--- src/rtl/cipher_serializer_pkg.sv ---
// Shared ASCON datapath definitions used by the cipher-word serializer.
package ascon_pack;

    localparam int CIPHER_W = 64;
    localparam int BYTE_W   = 8;

    typedef enum logic [1:0] {
        S_IDLE,
        S_COLLECT,
        S_SEND,
        S_DONE
    } ser_state_t;

endpackage

--- src/rtl/cipher_serializer.sv ---
// Collects NB_BLOCKS cipher words, then streams them out MSB-first as bytes
// over a valid/ready handshake, reporting busy, done and overflow status.
module cipher_serializer
    import ascon_pack::*;
#(
    parameter int NB_BLOCKS = 4
)
(
    input  logic                clock_i,
    input  logic                reset_i,
    input  logic                start_i,
    input  logic                cipher_valid_i,
    input  logic [CIPHER_W-1:0] cipher_i,
    output logic [BYTE_W-1:0]   byte_o,
    output logic                byte_valid_o,
    input  logic                byte_ready_i,
    output logic                busy_o,
    output logic                done_o,
    output logic                overflow_o
);

    // A single-word message still needs a one-bit write index.
    localparam int WI_W = (NB_BLOCKS > 1) ? $clog2(NB_BLOCKS) : 1;
    localparam int BC_W = $clog2(8 * NB_BLOCKS);

    localparam logic [WI_W-1:0] LAST_WORD = WI_W'(NB_BLOCKS - 1);
    localparam logic [BC_W-1:0] LAST_BYTE = BC_W'(8 * NB_BLOCKS - 1);

    ser_state_t state;
    ser_state_t state_next;

    logic [CIPHER_W-1:0] buffer [NB_BLOCKS];
    logic [WI_W-1:0]     wr_idx;
    logic [BC_W-1:0]     byte_cnt;
    logic                overflow;

    logic                capture;
    logic                transfer;
    logic [WI_W-1:0]     word_sel;
    logic [5:0]          lane_base;
    logic [CIPHER_W-1:0] cur_word;

    // start_i always wins over a same-cycle cipher word.
    assign capture  = (state == S_COLLECT) && cipher_valid_i && !start_i;
    assign transfer = (state == S_SEND) && byte_ready_i;

    always_ff @(posedge clock_i) begin
        if (reset_i) begin
            state <= S_IDLE;
        end else begin
            state <= state_next;
        end
    end

    always_comb begin
        state_next = state;
        case (state)
            S_IDLE: begin
                if (start_i) state_next = S_COLLECT;
            end
            S_COLLECT: begin
                if (start_i) begin
                    state_next = S_COLLECT;
                end else if (capture && wr_idx == LAST_WORD) begin
                    state_next = S_SEND;
                end
            end
            S_SEND: begin
                if (start_i) begin
                    state_next = S_COLLECT;
                end else if (transfer && byte_cnt == LAST_BYTE) begin
                    state_next = S_DONE;
                end
            end
            S_DONE: begin
                state_next = start_i ? S_COLLECT : S_IDLE;
            end
            default: state_next = S_IDLE;
        endcase
    end

    // Counters freeze on their final value; the state change ends the phase.
    always_ff @(posedge clock_i) begin
        if (reset_i) begin
            wr_idx   <= '0;
            byte_cnt <= '0;
        end else if (start_i) begin
            wr_idx   <= '0;
            byte_cnt <= '0;
        end else begin
            if (capture && wr_idx != LAST_WORD) begin
                wr_idx <= wr_idx + 1'b1;
            end
            if (transfer && byte_cnt != LAST_BYTE) begin
                byte_cnt <= byte_cnt + 1'b1;
            end
        end
    end

    always_ff @(posedge clock_i) begin
        if (reset_i) begin
            overflow <= 1'b0;
        end else if (start_i) begin
            overflow <= 1'b0;
        end else if (cipher_valid_i && state != S_COLLECT) begin
            overflow <= 1'b1;
        end
    end

    // Buffer contents are only observable in SEND, so no reset is needed.
    always_ff @(posedge clock_i) begin
        if (capture) begin
            buffer[wr_idx] <= cipher_i;
        end
    end

    assign word_sel  = WI_W'(byte_cnt >> 3);
    assign lane_base = {~byte_cnt[2:0], 3'b000};
    assign cur_word  = buffer[word_sel];

    assign byte_o       = (state == S_SEND) ? cur_word[lane_base +: BYTE_W] : '0;
    assign byte_valid_o = (state == S_SEND);
    assign busy_o       = (state == S_COLLECT) || (state == S_SEND);
    assign done_o       = (state == S_DONE);
    assign overflow_o   = overflow;

endmodule

--- config.mk ---
export PLATFORM = sky130hd
export DESIGN_NAME = cipher_serializer
export DESIGN_NICKNAME = d
export VERILOG_FILES = /design/src/rtl/cipher_serializer_pkg.sv /design/src/rtl/cipher_serializer.sv
export SDC_FILE = /design/constraint.sdc
export NUM_CORES = 1
export LEC_CHECK = 0
export CAP_MARGIN = 0
export CORE_UTILIZATION = 57
export DETAILED_ROUTE_END_ITERATION = 8
export PLACE_DENSITY = 0.86
export SETUP_SLACK_MARGIN = 0.15
export SYNTH_ARGS = -nofsm -noshare
export SYNTH_HDL_FRONTEND = slang
export SYNTH_SLANG_ARGS = --single-unit
--- constraint.sdc ---
create_clock -name clock_i -period 8.4 [get_ports clock_i]
set_clock_uncertainty 0.05 [all_clocks]
set_input_delay 0.84 -clock clock_i [delete_from_list [all_inputs] [get_ports clock_i]]
set_output_delay 0.84 -clock clock_i [all_outputs]
set_load 0.1 [all_outputs]
==> flow_summary_export.csv <==
group,metric,value,unit
power,leakage,3.89,nW
cells_and_area,area_delta_synth_final,16.9,%
critical_path,reg2regPathDepth,7,
route,drt_wl_total,20300,µm
yosys,synth_top_family_by_area,"multiplexers",
critical_path,required,7510,ps
floorplanning,die-area,19100,µm²
global_routing,first_global_vias,5706,
critical_path,crit_chain,"buf_4, mux4_1, a22o_1, a211o_1, and3_1, clkdlybuf4s50_1",
placement,place_area,11500,µm²
cts,post-cts-setup-buffers,0,
route,drtIter0Drc,487,
cts,clk_latency,530,ps
yosys,synth-seq-area-share,75.0,%
critical_path,end_kind,"primary output",
floorplanning,io_pins,81,
yosys,synth.avg_cell_area,19.9,µm²
critical_path,slowest_delay,960,ps
route,drc,2,
critical_path,crit_arrival,4140,ps
cells_and_area,nFillCells,1094,
global_routing,grt_start_max_net_pins,67,
yosys,synth-seq-cells,268,
yosys,synth-warning-count,0,
global_routing,met3_usage,3.78,%
job,drv_cap,0,
power,powerDensity,217,nW/µm²
floorplanning,die_y,138,µm
cts,clock_path_buffers,3,
cells_and_area,final_cell_mix,"edfxtp_1, clkdlybuf4s50_1, mux4_2",
yosys,synthMuxAreaShare,14.1,%
route,ant_nets,0,
cts,cts_sinks,268,
floorplanning,start_util,58.5,%
cells_and_area,layout_commonest_cell,"edfxtp_1",
timing,setup_viol,0,
cells_and_area,diodes,0,
cts,numCtsBuffers,27,
cells_and_area,layout-drive-gt1-share,19.9,%
timing,relSlewSlack,32.1,%
timing,min_period,5030,ps
placement,hpwlAfterDp,11900,µm
cts,hold_buffers,0,
critical_path,cp_max_fo,58,
floorplanning,die_x,138,µm
critical_path,start_kind,"register",
route,first_pass_iters,7,
yosys,synth-async-reset-ratio,0,%
critical_path,cp_slowest_cell,"clkdlybuf4s50_1",
cts,cts_tree,"built",
floorplanning,num_rows,49,
timing,worstMarginPinSlew,1020,ps
timing,max_freq,199,MHz
yosys,synth-xor-area-share,0.331,%
cts,cts_resized,0,
global_routing,antenna_found_initial,0,
worst_hold_path,hp-class,"register to register",
power,p_total,2.68,mW
route,vias,5344,
global_routing,met1_usage,30.4,%
route,wl_per_cell,23.4,µm
yosys,synth_top_flop_cell,"edfxtp_1",
placement,gp_congestion,0.724,
cells_and_area,ff_latch_area,7930,µm²
global_routing,busiest_layer,"met2",
run_status,violations,"design-rule violations",
floorplanning,coreArea,18100,µm²
timing,hold_viol,0,
critical_path,path_delay_family,"buffers and inverters",
cts,htreeDepth,1,
critical_path,crit_buf_inv,2,
critical_path,path_class,"register to primary output",
global_routing,grt_remaining_overflow,0,
critical_path,crit_cells,6,
yosys,synthSimpleGateAreaFrac,3.40,%
cells_and_area,multi_input_area,2440,µm²
yosys,syn-cell-area,10600,µm²
cts,clk_pin_slew,60,ps
power,irDropWorstVdd,0.171,mV
global_routing,grt_util_met2,36.8,%
yosys,syn-num-nets,612,
run_status,status,"finished, violations left",
timing,setup_tns,0,ps
yosys,synth_fa_ha_area_share,1.30,%
cells_and_area,num-nets-final,699,
yosys,synthCells,532,
cells_and_area,finalInstanceArea,12400,µm²
yosys,synth_compound_area_share,3.88,%
timing,finalCritPeriodShare,59.9,%
timing,rsz0062_at_grt,"false",
cts,cts_root_buffer,"clkbuf_16",
placement,port_buffers,80,
global_routing,grtUsageTotal,22.1,%
yosys,synth_cell_types,41,
global_routing,grt_pass1_wl,32000,µm
yosys,synth_edf_count,256,
timing,slew_viol_final,0,
worst_hold_path,min_path_cells,2,
route,viasPerCell,6.16,
-- registers in the layout (all words and copies together), names as in the netlist, named ones only --
register	flops
overflow_o	1
wr_idx	2
byte_cnt	5
buffer	256
state	2
-- kinds of logic (layout without fill, tap and decap cells) --
| group | Yosys count | in the layout |
|---|---|---|
| xor+xnor | 4 | 4 |
| buf+inv | 36 | 143 |
| simple gates | 71 | 71 |
| mux | 91 | 91 |
| compound gates | 51 | 51 |
| flops | 268 | 268 |
| fa+ha+maj | 11 | 11 |
-- cells in the mapped netlist, types with 2 or more instances --
cell	count	share of area (%)
buf_12	2	0.38
xnor2_1	2	0.17
buf_6	4	0.43
dfxtp_1	12	2.3
ha_1	11	1.3
mux2i_1	13	1.2
edfxtp_1	256	73
a22oi_1	8	0.57
inv_1	6	0.21
buf_2	10	0.47
mux2_2	31	3.3
o22ai_1	8	0.47
xor2_1	2	0.17
nor3_1	8	0.38
a211oi_1	7	0.50
clkbuf_1	12	0.43
and3_1	3	0.18
mux4_2	40	8.5
nand3_1	9	0.43
nor2_1	12	0.43
o211a_1	7	0.66
buf_1	2	0.071
nand2_1	18	0.64
nor2b_1	10	0.59
o211ai_1	7	0.50
and2_1	3	0.18
a221oi_1	9	0.75
mux2_4	5	0.71
and3b_1	3	0.25
-- power breakdown --
part	switching, mW	leakage, nW	internal, mW	total (mW)
logic	0.0452	1.08	0.0435	0.0887
clock network	0.465	0.404	0.649	1.11
registers	0.00349	2.41	1.48	1.48
-- final timing paths --
kind / startpoint / to / slack (ps)
min: overflow_o$_SDFFE_PP0P_ / overflow_o$_SDFFE_PP0P_ / 440
max: register / byte_o[6] / 3370
min reg2reg: overflow_o$_SDFFE_PP0P_ / overflow_o$_SDFFE_PP0P_ / 440
max reg2reg: byte_cnt[0]$_SDFFE_PP0P_ / state[0]$_SDFFE_PP0P_ / 5690
-- layer usage --
metal | part of all wire [%] | vias to the layer above
met2 | 49 | 221
met3 | 7.0 | 42
li1 | - | 2351
met4 | 2.3 | 0
met1 | 41 | 2730
met5 | 0 | -
-- cell type report --
class / count / area share, %
multi-input combinational: 228 / 19.7
tap: 229 / 2.32
timing repair buffer: 88 / 6.96
inverter: 6 / 0.192
clock inverter: 15 / 0.971
sequential: 268 / 64.2
clock buffer: 34 / 5.68
-- worst min-delay path, stage by stage (launching register included) --
cell and delay, ps:
dfxtp_1 330, a21oi_1 40, nor2_1 80
-- stage by stage --
stage | hold slack, ps | utilization (%) | setup slack (ps) | instances
after global placement | 403 | 63.8 | 3860 | 819
final | 444 | 68.4 | 3370 | 868
after global routing | 519 | 68.4 | 3140 | 868
after CTS | 454 | 68.4 | 3270 | 868
after detailed placement | 440 | 63.8 | 3840 | 819
after floorplan | 444 | - | 5090 | 532
No activity file was read; power rests on OpenSTA's default activity.
==> RTL change, RTL diff (config.mk and constraints unchanged) <==
Change the package constant `BYTE_W` from 8 to 6.
--- a/src/rtl/cipher_serializer_pkg.sv
+++ b/src/rtl/cipher_serializer_pkg.sv
@@ -4,3 +4,3 @@
     localparam int CIPHER_W = 64;
-    localparam int BYTE_W   = 8;
+    localparam int BYTE_W   = 6;
 
Interface: changed (resized byte_o); port bits go from 81 to 79. The function was not compared with the original's and may differ.
==> RTL change against the original RTL <==
  * Area after synthesis down 23%
  * Power shrank 26%
  * Design area is 23% lower
  * Via count is 28% lower
  * Count of clock-buffer cells in the layout shrank 7
  * Worst setup slack gained 16 ps
  * Sequential share of layout area is 0.64 points lower
  * First-iteration DRC count shrank 31%
  * Routed wire length down 27%
  * Sequential cell count fell by 64
==> RTL change: results (changes against the original RTL) <==
critical path fanouts, max 28 (-52%); biggest cell delay along the critical path 1000 ps (+40 ps); area share of xor/xnor cells in the synthesized design 0.432% (+0.10 points); Vias per Instance 6.11 (-0.75%); fin nets 521 (-25%); synth cell count leaders edfxtp_1 (192), mux4_1 (29), mux4_2 (19); WHS 432 ps (-12.1 ps); Synth Area in Compound Gates 1.91% (-2.0 points); Leak 2.99 nW (-23%); Global Route Usage Sum 20.9% (-1.2 points); WL met3 954 µm (-33%); post-synth cell types 34 (-17%); power density over the cells 210 mW/mm² (-3.0%); mux cell area share after synthesis 17.8% (+3.7 points); Reg2Reg Depth 8 (+1); met1 wire length 5870 µm (-30%); flop2flop setup slack 5620 ps (-70 ps); Starting DRT DRC Count 336 (-31%); Worst-Margin Slew 1180 ps (+165 ps); pin count of the biggest net entering global routing 49 (-27%); Synth Area in Adders 1.70% (+0.40 points); CP arrival 4120 ps (-20 ps); EDFF count, synth 192 (-25%); DP Cell Count 599 (-27%); final HPWL from detailed placement 8560 µm (-28%); CTS buffer count 20 (-26%); status finished, final reports clean; GP Congestion 0.772 (+6.7%); clock latency at the later pin of the worst-skew pair 490 ps (-40 ps)
==> RTL change: cell types whose count changed in the layout (fill, tap and decap cells not counted), moves of 16 or more <==
cell and delta:
edfxtp_1 -64, mux4_1 +28, mux4_2 -21, clkdlybuf4s50_1 -18, mux2_2 -18, nand2_1 -16
==> RTL change: layout make-up <==
class,count,area (µm²),area share (%)
Multi-Input combinational cell,141,1960,20.7
Tap cell,180,225,2.38
Clock inverter,8,53.8,0.569
Clock buffer,27,527,5.57
Inverter,6,22.5,0.238
Timing Repair Buffer,68,666,7.04
Sequential cell,204,6010,63.5
==> RTL change: how the worst max path moves through the flow <==
stage                          from        end  slack (ps)  depth (start not counted)
after floorplan            state[0]  byte_o[1]        4260                          5
after global placement    flip-flop  byte_o[0]        3910                          6
after detailed placement  flip-flop  byte_o[0]        3890                          6
after CTS                 flip-flop  byte_o[0]        3320                          6
after global routing      flip-flop  byte_o[0]        3210                          6
final                     flip-flop  byte_o[0]        3390                          6
